<file path="src/rtl/proc_control_sequencer.sv">
// Multi-cycle control sequencer for the 8 x 16-bit register-file processor.
// Drives operand-mux selects, ALU op, G capture and one-hot register write-back.
module proc_control_sequencer #(
    parameter int DATA_W = 16,
    parameter int SEL_W  = 4
) (
    input  logic              wire_clock,
    input  logic              wire_resetn,
    input  logic              run,
    input  logic [DATA_W-1:0] instr_in,
    output logic              ir_load,
    output logic [SEL_W-1:0]  sel_m3,
    output logic [SEL_W-1:0]  sel_m4,
    output logic [1:0]        alu_op,
    output logic              g_load,
    output logic              wb_src,
    output logic [7:0]        reg_we,
    output logic              busy,
    output logic              done,
    output logic              error
);

    typedef enum logic [2:0] {
        S_IDLE   = 3'd0,
        S_DECODE = 3'd1,
        S_OPND   = 3'd2,
        S_EXEC   = 3'd3,
        S_WB     = 3'd4,
        S_IMM    = 3'd5
    } state_t;

    localparam logic [1:0] ALU_PASS_B = 2'b00;
    localparam logic [1:0] ALU_ADD    = 2'b01;
    localparam logic [1:0] ALU_SUB    = 2'b10;
    localparam logic [1:0] ALU_AND    = 2'b11;

    state_t             state_q, state_d;
    logic [DATA_W-1:0]  ir_q, ir_d;
    logic [SEL_W-1:0]   sel_m3_q, sel_m3_d;
    logic [SEL_W-1:0]   sel_m4_q, sel_m4_d;
    logic [1:0]         alu_op_q, alu_op_d;
    logic               g_load_q, g_load_d;
    logic               wb_src_q, wb_src_d;
    logic [7:0]         reg_we_q, reg_we_d;
    logic               busy_q, busy_d;
    logic               done_q, done_d;
    logic               error_q, error_d;

    logic [3:0]         opcode;
    logic [2:0]         rx;
    logic [2:0]         ry;
    logic [7:0]         rx_onehot;
    logic [1:0]         exec_op;
    logic               ir_unused;

    assign opcode    = ir_q[15:12];
    assign rx        = ir_q[10:8];
    assign ry        = ir_q[6:4];
    assign ir_unused = ^{ir_q[11], ir_q[7], ir_q[3:0]};

    for (genvar gi = 0; gi < 8; gi++) begin : g_we_dec
        assign rx_onehot[gi] = (rx == 3'(gi));
    end

    always_comb begin
        exec_op = ALU_PASS_B;
        case (opcode)
            4'd2:    exec_op = ALU_ADD;
            4'd3:    exec_op = ALU_SUB;
            4'd4:    exec_op = ALU_AND;
            default: exec_op = ALU_PASS_B;
        endcase
    end

    // Only the IR capture strobe reacts combinationally to run.
    assign ir_load = (state_q == S_IDLE) && run;

    always_comb begin
        state_d  = state_q;
        ir_d     = ir_q;
        sel_m3_d = sel_m3_q;
        sel_m4_d = sel_m4_q;
        error_d  = error_q;
        case (state_q)
            S_IDLE: begin
                if (run) begin
                    ir_d    = instr_in;
                    error_d = 1'b0;
                    state_d = S_DECODE;
                end
            end
            S_DECODE: begin
                sel_m3_d = SEL_W'(rx);
                sel_m4_d = SEL_W'(ry);
                case (opcode)
                    4'd0, 4'd2, 4'd3, 4'd4: state_d = S_OPND;
                    4'd1:                   state_d = S_IMM;
                    default: begin
                        error_d = 1'b1;
                        state_d = S_IDLE;
                    end
                endcase
            end
            // Wait state: the external operand muxes register the selects here.
            S_OPND:  state_d = S_EXEC;
            S_EXEC:  state_d = S_WB;
            S_WB:    state_d = S_IDLE;
            S_IMM:   state_d = S_IDLE;
            default: state_d = S_IDLE;
        endcase

        // Moore outputs are decoded from the next state so they register cleanly.
        g_load_d = (state_d == S_EXEC);
        alu_op_d = (state_d == S_EXEC) ? exec_op : ALU_PASS_B;
        done_d   = (state_d == S_WB) || (state_d == S_IMM);
        reg_we_d = done_d ? rx_onehot : 8'd0;
        wb_src_d = (state_d == S_IMM);
        busy_d   = (state_d != S_IDLE);
    end

    always_ff @(posedge wire_clock or negedge wire_resetn) begin
        if (!wire_resetn) begin
            state_q  <= S_IDLE;
            ir_q     <= '0;
            sel_m3_q <= '0;
            sel_m4_q <= '0;
            alu_op_q <= ALU_PASS_B;
            g_load_q <= 1'b0;
            wb_src_q <= 1'b0;
            reg_we_q <= 8'd0;
            busy_q   <= 1'b0;
            done_q   <= 1'b0;
            error_q  <= 1'b0;
        end else begin
            state_q  <= state_d;
            ir_q     <= ir_d;
            sel_m3_q <= sel_m3_d;
            sel_m4_q <= sel_m4_d;
            alu_op_q <= alu_op_d;
            g_load_q <= g_load_d;
            wb_src_q <= wb_src_d;
            reg_we_q <= reg_we_d;
            busy_q   <= busy_d;
            done_q   <= done_d;
            error_q  <= error_d;
        end
    end

    assign sel_m3 = sel_m3_q;
    assign sel_m4 = sel_m4_q;
    assign alu_op = alu_op_q;
    assign g_load = g_load_q;
    assign wb_src = wb_src_q;
    assign reg_we = reg_we_q;
    assign busy   = busy_q;
    assign done   = done_q;
    assign error  = error_q;

endmodule

</file>
<file path="config.mk">
export PLATFORM = sky130hd
export DESIGN_NAME = proc_control_sequencer
export DESIGN_NICKNAME = d
export VERILOG_FILES = /design/src/rtl/proc_control_sequencer.sv
export SDC_FILE = /design/constraint.sdc
export NUM_CORES = 1
export LEC_CHECK = 0
export BUFFER_PORTS_ARGS = -buffer_cell sky130_fd_sc_hd__buf_2
export CAP_MARGIN = 40
export CORE_ASPECT_RATIO = 0.5
export CORE_MARGIN = 2
export CORE_UTILIZATION = 35
export CTS_CLUSTER_DIAMETER = 60
export DETAILED_ROUTE_END_ITERATION = 7
export PLACE_DENSITY = 0.58
export SETUP_SLACK_MARGIN = 0.1
export SLEW_MARGIN = 20
export SYNTH_ARGS = -nofsm -noshare
export SYNTH_HDL_FRONTEND = slang
export SYNTH_SLANG_ARGS = --single-unit
</file>
<file path="constraint.sdc">
create_clock -name wire_clock -period 1.65 [get_ports wire_clock]
set_clock_uncertainty 0.15 [all_clocks]
set_input_delay 0.2475 -clock wire_clock [delete_from_list [all_inputs] [get_ports wire_clock]]
set_output_delay 0.2475 -clock wire_clock [all_outputs]
set_load 0.05 [all_outputs]
</file>
# ---- Yosys cells after proc, flatten, opt, wreduce, memory -nomap -nowiden
# Cells that the tools add are included.
dict set report totals {
  word_cells 50
  input_bits 19
  romBits 0
  register_bits 40
  ramBits 0
  mem_count 0
  latch_bits 0
  out_inout_bits 24
}
dict set report classes {
  n_div 0
  n_eq_ne 19
  muxes 9
  shifts 0
  bitwise 0
  n_reduce_logical 11
  n_mul 0
  add_sub_neg 0
  order_cmp 0
}
# operator count
set ops {}
lappend ops {{== test 3 bit, second input constant} 6}
lappend ops {{== test 3 x 2 -> 1 bit, second input constant} 5}
lappend ops {{case mux 3 bit (4 select lines)} 1}
lappend ops {{== test 4 x 2 -> 1 bit, second input constant} 2}
lappend ops {{two-way mux 8 bit} 1}
lappend ops {{== test 3 x 1 -> 1 bit, second input constant} 2}
lappend ops {{zero test 3 bit} 2}
lappend ops {{case mux 2 bit (3 select lines)} 1}
lappend ops {{case mux 3 bit (2 select lines)} 1}
lappend ops {{OR reduction 5 bit} 1}
lappend ops {{== test 4 x 1 -> 1 bit, second input constant} 1}
lappend ops {{== test 4 x 3 -> 1 bit, second input constant} 1}
lappend ops {{zero test 4 bit} 1}
lappend ops {{!= test 2 bit, second input constant} 2}
lappend ops {{OR reduction 4 bit} 1}
lappend ops {{two-way mux 3 bit} 1}
lappend ops {{AND reduction 3 bit} 1}
lappend ops {{nonzero test 3 bit} 1}
lappend ops {{two-way mux 1 bit} 2}
lappend ops {{two-way mux 2 bit} 1}
lappend ops {{case mux 1 bit (2 select lines)} 1}
lappend ops {{AND reduction 2 bit} 1}
lappend ops {{nonzero test 2 bit} 1}
lappend ops {{logical AND 1 bit} 1}
lappend ops {{logical OR 1 bit} 1}

# ---- Logic depth before layout (Yosys ltp)
# Gate-level depths: netlist of run 1.
dict set report logic_depth {
  depth_word 7
  depth_mapped 5
  mapped_depth_nobuf 5
}

# ---- Least setup slack after synthesis of run 1
# OpenSTA, ideal clock, no wires.
dict set report synth_timing {
  path_type {reg-to-reg}
  startpoint {register state_q[1]}
  endpoint {register ir_q[10]}
  t_required_ns 1.375
  path_buffers 1
  arrival_ns 1.414
  period_less_slack_ns 1.689
  slack_ns -0.039
  stages_incl_launch_ff 4
  setup_ns 0.125
  cell_sequence {dfrtp_1 > nor4b_4 > buf_6 > mux2_2}
}
dict set report synth_between {
  elab_chain_len 2
}
# element line
set synth_rtl {}
lappend synth_rtl {{from (decl)} 37} ;# state_t state_q, state_d;
lappend synth_rtl {{from (signal assigned)} 135} ;# state_q <= state_d;
lappend synth_rtl {{zero test 3 bit} 84} ;# case (state_q)
lappend synth_rtl {{AND reduction 2 bit (no line)} -}
lappend synth_rtl {{to (signal assigned)} 136} ;# ir_q <= ir_d;
lappend synth_rtl {{to (decl)} 38} ;# logic [DATA_W-1:0] ir_q, ir_d;
# No other way between the ends.
# A chain may end at the register's enable or synchronous reset.

# ---- Worst setup path after layout of run 1
dict set report layout_timing {
  startpoint {register state_q[0]}
  endpoint {output ir_load}
}
dict set report layout_between {
  elab_chain_len 2
}
# element line
set layout_rtl {}
lappend layout_rtl {{zero test 3 bit} 76} ;# assign ir_load = (state_q == S_IDLE) && run;
lappend layout_rtl {{logical AND 1 bit} 76}
lappend layout_rtl {{to (decl)} 11} ;# output logic ir_load,
# No other way between the ends.

==> qor.yml, run 1 <==
initial_utilization_pct: 37.81
insertion_delay_ns: 0.28
dpl.hpwl_mm: 1.677
root_buffer: "clkbuf_8"
fin_crit_sh_pct: 104.4
routed_wirelength_mm: 2.427
grt_usage_pct: 11.83
io_buffers: 34
antenna_found_initial: 0
dieWidth_um: 91.55
drtIter0Drc: 22
placed_cell_area_um2: 1655
mostFrequentLayoutCells: "dfrtp_1, buf_2, mux2_4, buf_4, clkbuf_8"
path_clk_slew_ns: 0.07
cp-start-kind: "flop"
p_leak_uw: 0.0009741
synthArstFlopShare_pct: 100.0
slowest_stage: "dfrtp_1"
power.density_nw_per_um2: 2120
crit_fanout: 3
final_antenna_net_count: 0
ys.flop_type: "dfrtp_1"
synth-simple-area-share_pct: 14.18
yosysSeqAreaShare_pct: 63.43
tritoncts.num_buffers: 5
dr.pass1.iters: 4
cts_sinks: 34
yosysWarnings: 0
routed_via_density: 4.388
vias: 882
grt_max_degree: 20
grt_overflow: 0
setup_viol: 6
holdWs_ns: 0.04225
yosysTopAreaCellShare_pct: 63.43
cap_violations: 0
synth_top_family_by_area: "simple AND/OR/NAND/NOR gates"
final_area_um2: 1872
drcViolationCount: 0
hp-class: "primary input to flop"
period_minus_slack_ns: 1.723
synth_seq_cells: 34
violations: "setup timing"
clk_path_buf_depth: 2
die-area_um2: 4374
path_cells: "nor4b_4 -> buf_4 -> buf_8"
syn_to_final_growth_pct: 39.55
netlist_area_um2: 1341
fin_ws_ns: -0.07265
grt_pass1_vias: 795
grt_pass1_wl_mm: 3.705
yosysUniqueCellTypes: 28
critPathArrivalTime_ns: 1.33
row_count: 15
crit_path_end_kind: "output port"
fmax_ghz: 0.5805
critical_path_class: "flop to output port"
diodes: 0
synth_xor_xnor_area_share_pct: 0.6530
ios: 43
synth_edf_count: 0
wl_per_cell_um: 12.07
fin_nets: 168
synth_top_area_cell: "dfrtp_1"
synth_fa_ha_area_share_pct: 0
path_delay_family: "flip-flops"
fin_total_pwr_uw: 3969
die_h_um: 47.78
cts_tree: "built"
synthMuxAreaShare_pct: 14.18
crit_buf_inv: 2
drive_gt1_share_pct: 54.67
grt_setup_unrepaired: "true"
slew_violations: 0
worstPathRequired_ns: 1.25
syn_area_per_cell_um2: 14.42
finalHoldViolations: 0
cpPeakStageDelay_ns: 0.41
status: "complete, but fails checks"
gp_congestion: 0.7398
coreArea_um2: 3547
synth_area_leaders: "dfrtp_1, mux2_2, nor4b_4"
synth_cells: 93
peakVddDrop_uv: 577.3
htree_levels: 2
synth_compound_area_share_pct: 3.358
cells by family after synthesis:
group / after synthesis
compound gates: 7
buf+inv: 8
xor+xnor: 1
flops: 34
mux: 17
other cells: 1
simple gates: 25
stage by stage:
step / TNS, ns / util (%) / worst slack, ns / instances
3_3_place_gp: 0 / 46.67 / 0.04767 / 186
4_1_cts: -0.1598 / 51.18 / -0.07847 / 200
2_1_floorplan: 0 / - / 0.01272 / 94
6_report: -0.1742 / 52.77 / -0.07265 / 201
5_1_grt: -0.5678 / 52.77 / -0.1382 / 201
3_5_place_dp: 0 / 46.67 / 0.04819 / 186
cell usage after synthesis, types with 2 or more instances:
master    number
mux2_2        16
nor4b_4        2
nor2_1         4
o21ai_0        2
buf_4          2
buf_6          2
nor3_1         5
dfrtp_1       34
nand2b_1       2
nor4_1         2
nand2_1        2
inv_1          4
sequential cells by signal (all words and copies together) (netlist names), 2 cells and up:
name	count
ir_q	10
reg_we	8
sel_m3	3
sel_m4	3
state_q	3
alu_op	2
where the power goes:
part | leakage, uW | internal (uW) | switching, uW | total [uW]
clock | 0.0000482 | 336 | 283 | 620
sequential | 0.000430 | 1120 | 223 | 1350
combinational | 0.000495 | 951 | 1050 | 2000
layer usage:
metal / wire, um / share of wire [%] / global-route usage (%)
met5: 0 / 0 / 0
met4: 29 / 1.2 / 7.273
met3: 117 / 4.8 / 3.780
met2: 1162 / 48 / 20.00
met1: 1117 / 46 / 14.04
area by class of cell:
cell class,instances,area (um^2)
Sequential cell,34,852.1
Clock buffer,7,86.33
Clock inverter,1,5.005
Fill cell,319,1675
Tap cell,51,63.81
Inverter,4,15.01
Timing Repair Buffer,52,344.1
Multi-Input combinational cell,52,505.5
path summary, 6_finish.rpt:
kind / from / to / slack [ns] / depth (start not counted)
worst max-delay path: state_q[0]$_DFF_PN0_ / ir_load / -0.07 / 3
worst min-delay path: instr_in[9] / ir_q[9]$_DFFE_PN0P_ / 0.04 / 2
worst max register to register: state_q[0]$_DFF_PN0_ / ir_q[13]$_DFFE_PN0P_ / -0.02 / 5
worst min register to register: sel_m4[2]$_DFFE_PN0P_ / sel_m4[2]$_DFFE_PN0P_ / 0.36 / 1
max in group asynchronous: wire_resetn / reg_we[2]$_DFF_PN0_ / 0.59 / 3
min in group asynchronous: wire_resetn / ir_q[13]$_DFFE_PN0P_ / 0.28 / 2
timing repair:
| item | in CTS | in global routing |
|---|---|---|
| pin swaps | 1 | 1 |
| gates resized for setup | 6 | 13 |
| hold buffers | 1 | 0 |
| buffers inserted | 5 | 1 |
| setup endpoints to repair | 14 | 21 |
| hold endpoints to repair | 17 | 0 |
(Power assumes the default switching activity.)
==> run 2, diff against run 1 <==
--- a/config.mk
+++ b/config.mk
@@ -13,7 +13,6 @@
 export CTS_CLUSTER_DIAMETER = 60
 export DETAILED_ROUTE_END_ITERATION = 7
 export PLACE_DENSITY = 0.58
-export SETUP_SLACK_MARGIN = 0.1
 export SLEW_MARGIN = 20
 export SYNTH_ARGS = -nofsm -noshare
 export SYNTH_HDL_FRONTEND = slang
==> run 2 against run 1 <==
Compared with the run above:
- the run still ends with setup timing left
- clock power fell by 1%
- sequential share of layout area is 2.3 points higher
- non-clock buffer count shrank 3
- critical path type unchanged
- largest cell class unchanged
==> qor.yml, run 2 (synthesized netlist as in run 1, its figures left out) <==
tightest_slew_ns: 0.5216
critPathArrivalTime_ns: 1.33  # about the same
grt.busiest_layer: "met2"  # unchanged
fin_crit_sh_pct: 104.5  # was 104.4%
clk_path_buf_depth: 2  # unchanged
fillCellCount: 328  # was 319
cts_sinks: 34  # unchanged
largest_reg_flops: 10  # unchanged
finalHoldViolations: 0  # unchanged
finish.utilization_pct: 50.23  # was 52.77%
status: "complete, but fails checks"  # unchanged
final_area_um2: 1782  # was 1872 um^2
peakVddDrop_uv: 514.0  # was 577.3 uV
crit_fanout: 3  # unchanged
root_buffer: "clkbuf_8"  # unchanged
ios: 43  # unchanged
vias: 885  # was 882
antenna_found_initial: 0  # unchanged
path_clk_slew_ns: 0.07  # about the same
die-area_um2: 4374  # unchanged
crit_path_end_kind: "output port"  # unchanged
drtIter0Drc: 17  # was 22
io_buffers: 34  # unchanged
regMostFlops: "ir_q"  # unchanged
hp-class: "primary input to flop"  # unchanged
grt_pass1_wl_mm: 3.939  # was 3.705 mm
diodes: 0  # unchanged
initial_utilization_pct: 37.81  # unchanged
grt_overflow: 0  # unchanged
grt_setup_unrepaired: "true"  # unchanged
htree_levels: 2  # unchanged
reg2reg_depth: 4  # was 5
violations: "setup timing"  # unchanged
slew_violations: 0  # unchanged
wl_per_cell_um: 12.10  # was 12.07 um
insertion_delay_ns: 0.28  # about the same
met1_usage_pct: 14.55  # was 14.04%
coreArea_um2: 3547  # unchanged
period_minus_slack_ns: 1.723  # about the same
syn_to_final_growth_pct: 32.84  # was 39.55%
met3_usage_pct: 4.567  # was 3.780%
cp-start-kind: "flop"  # unchanged
cap_violations: 0  # unchanged
placed_cell_area_um2: 1633  # was 1655 um^2
met2_usage_pct: 21.47  # was 20.00%
die_h_um: 47.78  # unchanged
power.density_nw_per_um2: 2077  # was 2120 nW/um^2
critical_path_class: "flop to output port"  # unchanged
p_leak_uw: 0.0009106  # was 0.0009741 uW
drcViolationCount: 0  # unchanged
final_antenna_net_count: 0  # unchanged
fin_nets: 165  # was 168
worstPathRequired_ns: 1.25  # about the same
routed_via_density: 4.470  # was 4.388
fin_total_pwr_uw: 3701  # was 3969 uW
mostFrequentLayoutCells: "dfrtp_1, buf_2, buf_4, mux2_2, clkbuf_8"  # was dfrtp_1, buf_2, mux2_4, buf_4, clkbuf_8
tritoncts.num_buffers: 5  # unchanged
setup_viol: 11  # was 6
gp_congestion: 0.7118  # was 0.7398
row_count: 15  # unchanged
routed_wirelength_mm: 2.395  # was 2.427 mm
grt_pass1_vias: 878  # was 795
dpl_worst_slack_ns: -0.02090  # was 0.04819 ns
grt_max_degree: 25  # was 20
fin_ws_ns: -0.07345  # was -0.07265 ns
fmax_ghz: 0.5802  # was 0.5805 GHz
setup_tns_ns: -0.4068  # was -0.1742 ns
dr.pass1.iters: 4  # unchanged
slew_headroom_pct: 65.23
grt_usage_pct: 12.47  # was 11.83%
drive_gt1_share_pct: 53.06  # was 54.67%
cts_tree: "built"  # unchanged
dieWidth_um: 91.55  # unchanged
dpl.hpwl_mm: 1.767  # was 1.677 mm
hold-path-cell-count: 2  # unchanged
==> run 2: routing by layer <==
metal / vias up / routed length [um] / part of all wire [%]
met1: 434 / 1113 / 46
met3: 5 / 131 / 5.5
met4: 0 / 38 / 1.6
met2: 21 / 1111 / 46
li1: 425 / - / -
met5: - / 0 / 0
==> run 2: report_power, final <==
| part | switching, uW | leakage [uW] | internal [uW] |
|---|---|---|---|
| Combinational | 990 | 0.000432 | 760 |
| Clock | 276 | 0.0000482 | 336 |
| Sequential | 214 | 0.000430 | 1120 |
| Total | 1480 | 0.000911 | 2220 |
==> run 2: area by class of cell <==
class / instances / area [um^2] / share of cell area, %
sequential: 34 / 852.1 / 47.82
tap: 51 / 63.81 / 3.581
multi-input combinational: 52 / 460.4 / 25.84
clock buffer: 7 / 86.33 / 4.846
clock inverter: 1 / 5.005 / 0.2809
inverter: 4 / 15.01 / 0.8427
timing repair buffer: 49 / 299.0 / 16.78
==> run 2: per-stage QoR <==
stage	hold slack, ns	instances
6_report	0.05145	198
5_1_grt	0.04105	198
4_1_cts	0.04222	197
3_5_place_dp	0.1092	187
3_3_place_gp	0.1088	187
2_1_floorplan	-0.1981	94
==> run 2: final timing paths <==
check | from | end | slack (ns)
setup / recovery | state_q[1]$_DFF_PN0_ | ir_load | -0.07
hold / removal | instr_in[6] | ir_q[6]$_DFFE_PN0P_ | 0.05
setup reg to reg | state_q[1]$_DFF_PN0_ | ir_q[8]$_DFFE_PN0P_ | -0.05
hold reg to reg | sel_m3[2]$_DFFE_PN0P_ | sel_m3[2]$_DFFE_PN0P_ | 0.35
max in group asynchronous | wire_resetn | ir_q[13]$_DFFE_PN0P_ | 0.53
min in group asynchronous | wire_resetn | reg_we[7]$_DFF_PN0_ | 0.33
==> run 2: repair_timing <==
action,4_1_cts,5_1_grt
setup endpoints to repair,8,16
pin swaps,1,1
resized for setup,4,5
buffers inserted,1,1
endpoints found under the hold margin,22,0
hold buffers,1,0
==> run 2: critical path, cell delays in order (launching register included) <==
cell	delay, ns
dfrtp_2	0.43
nor4b_4	0.41
buf_6	0.22
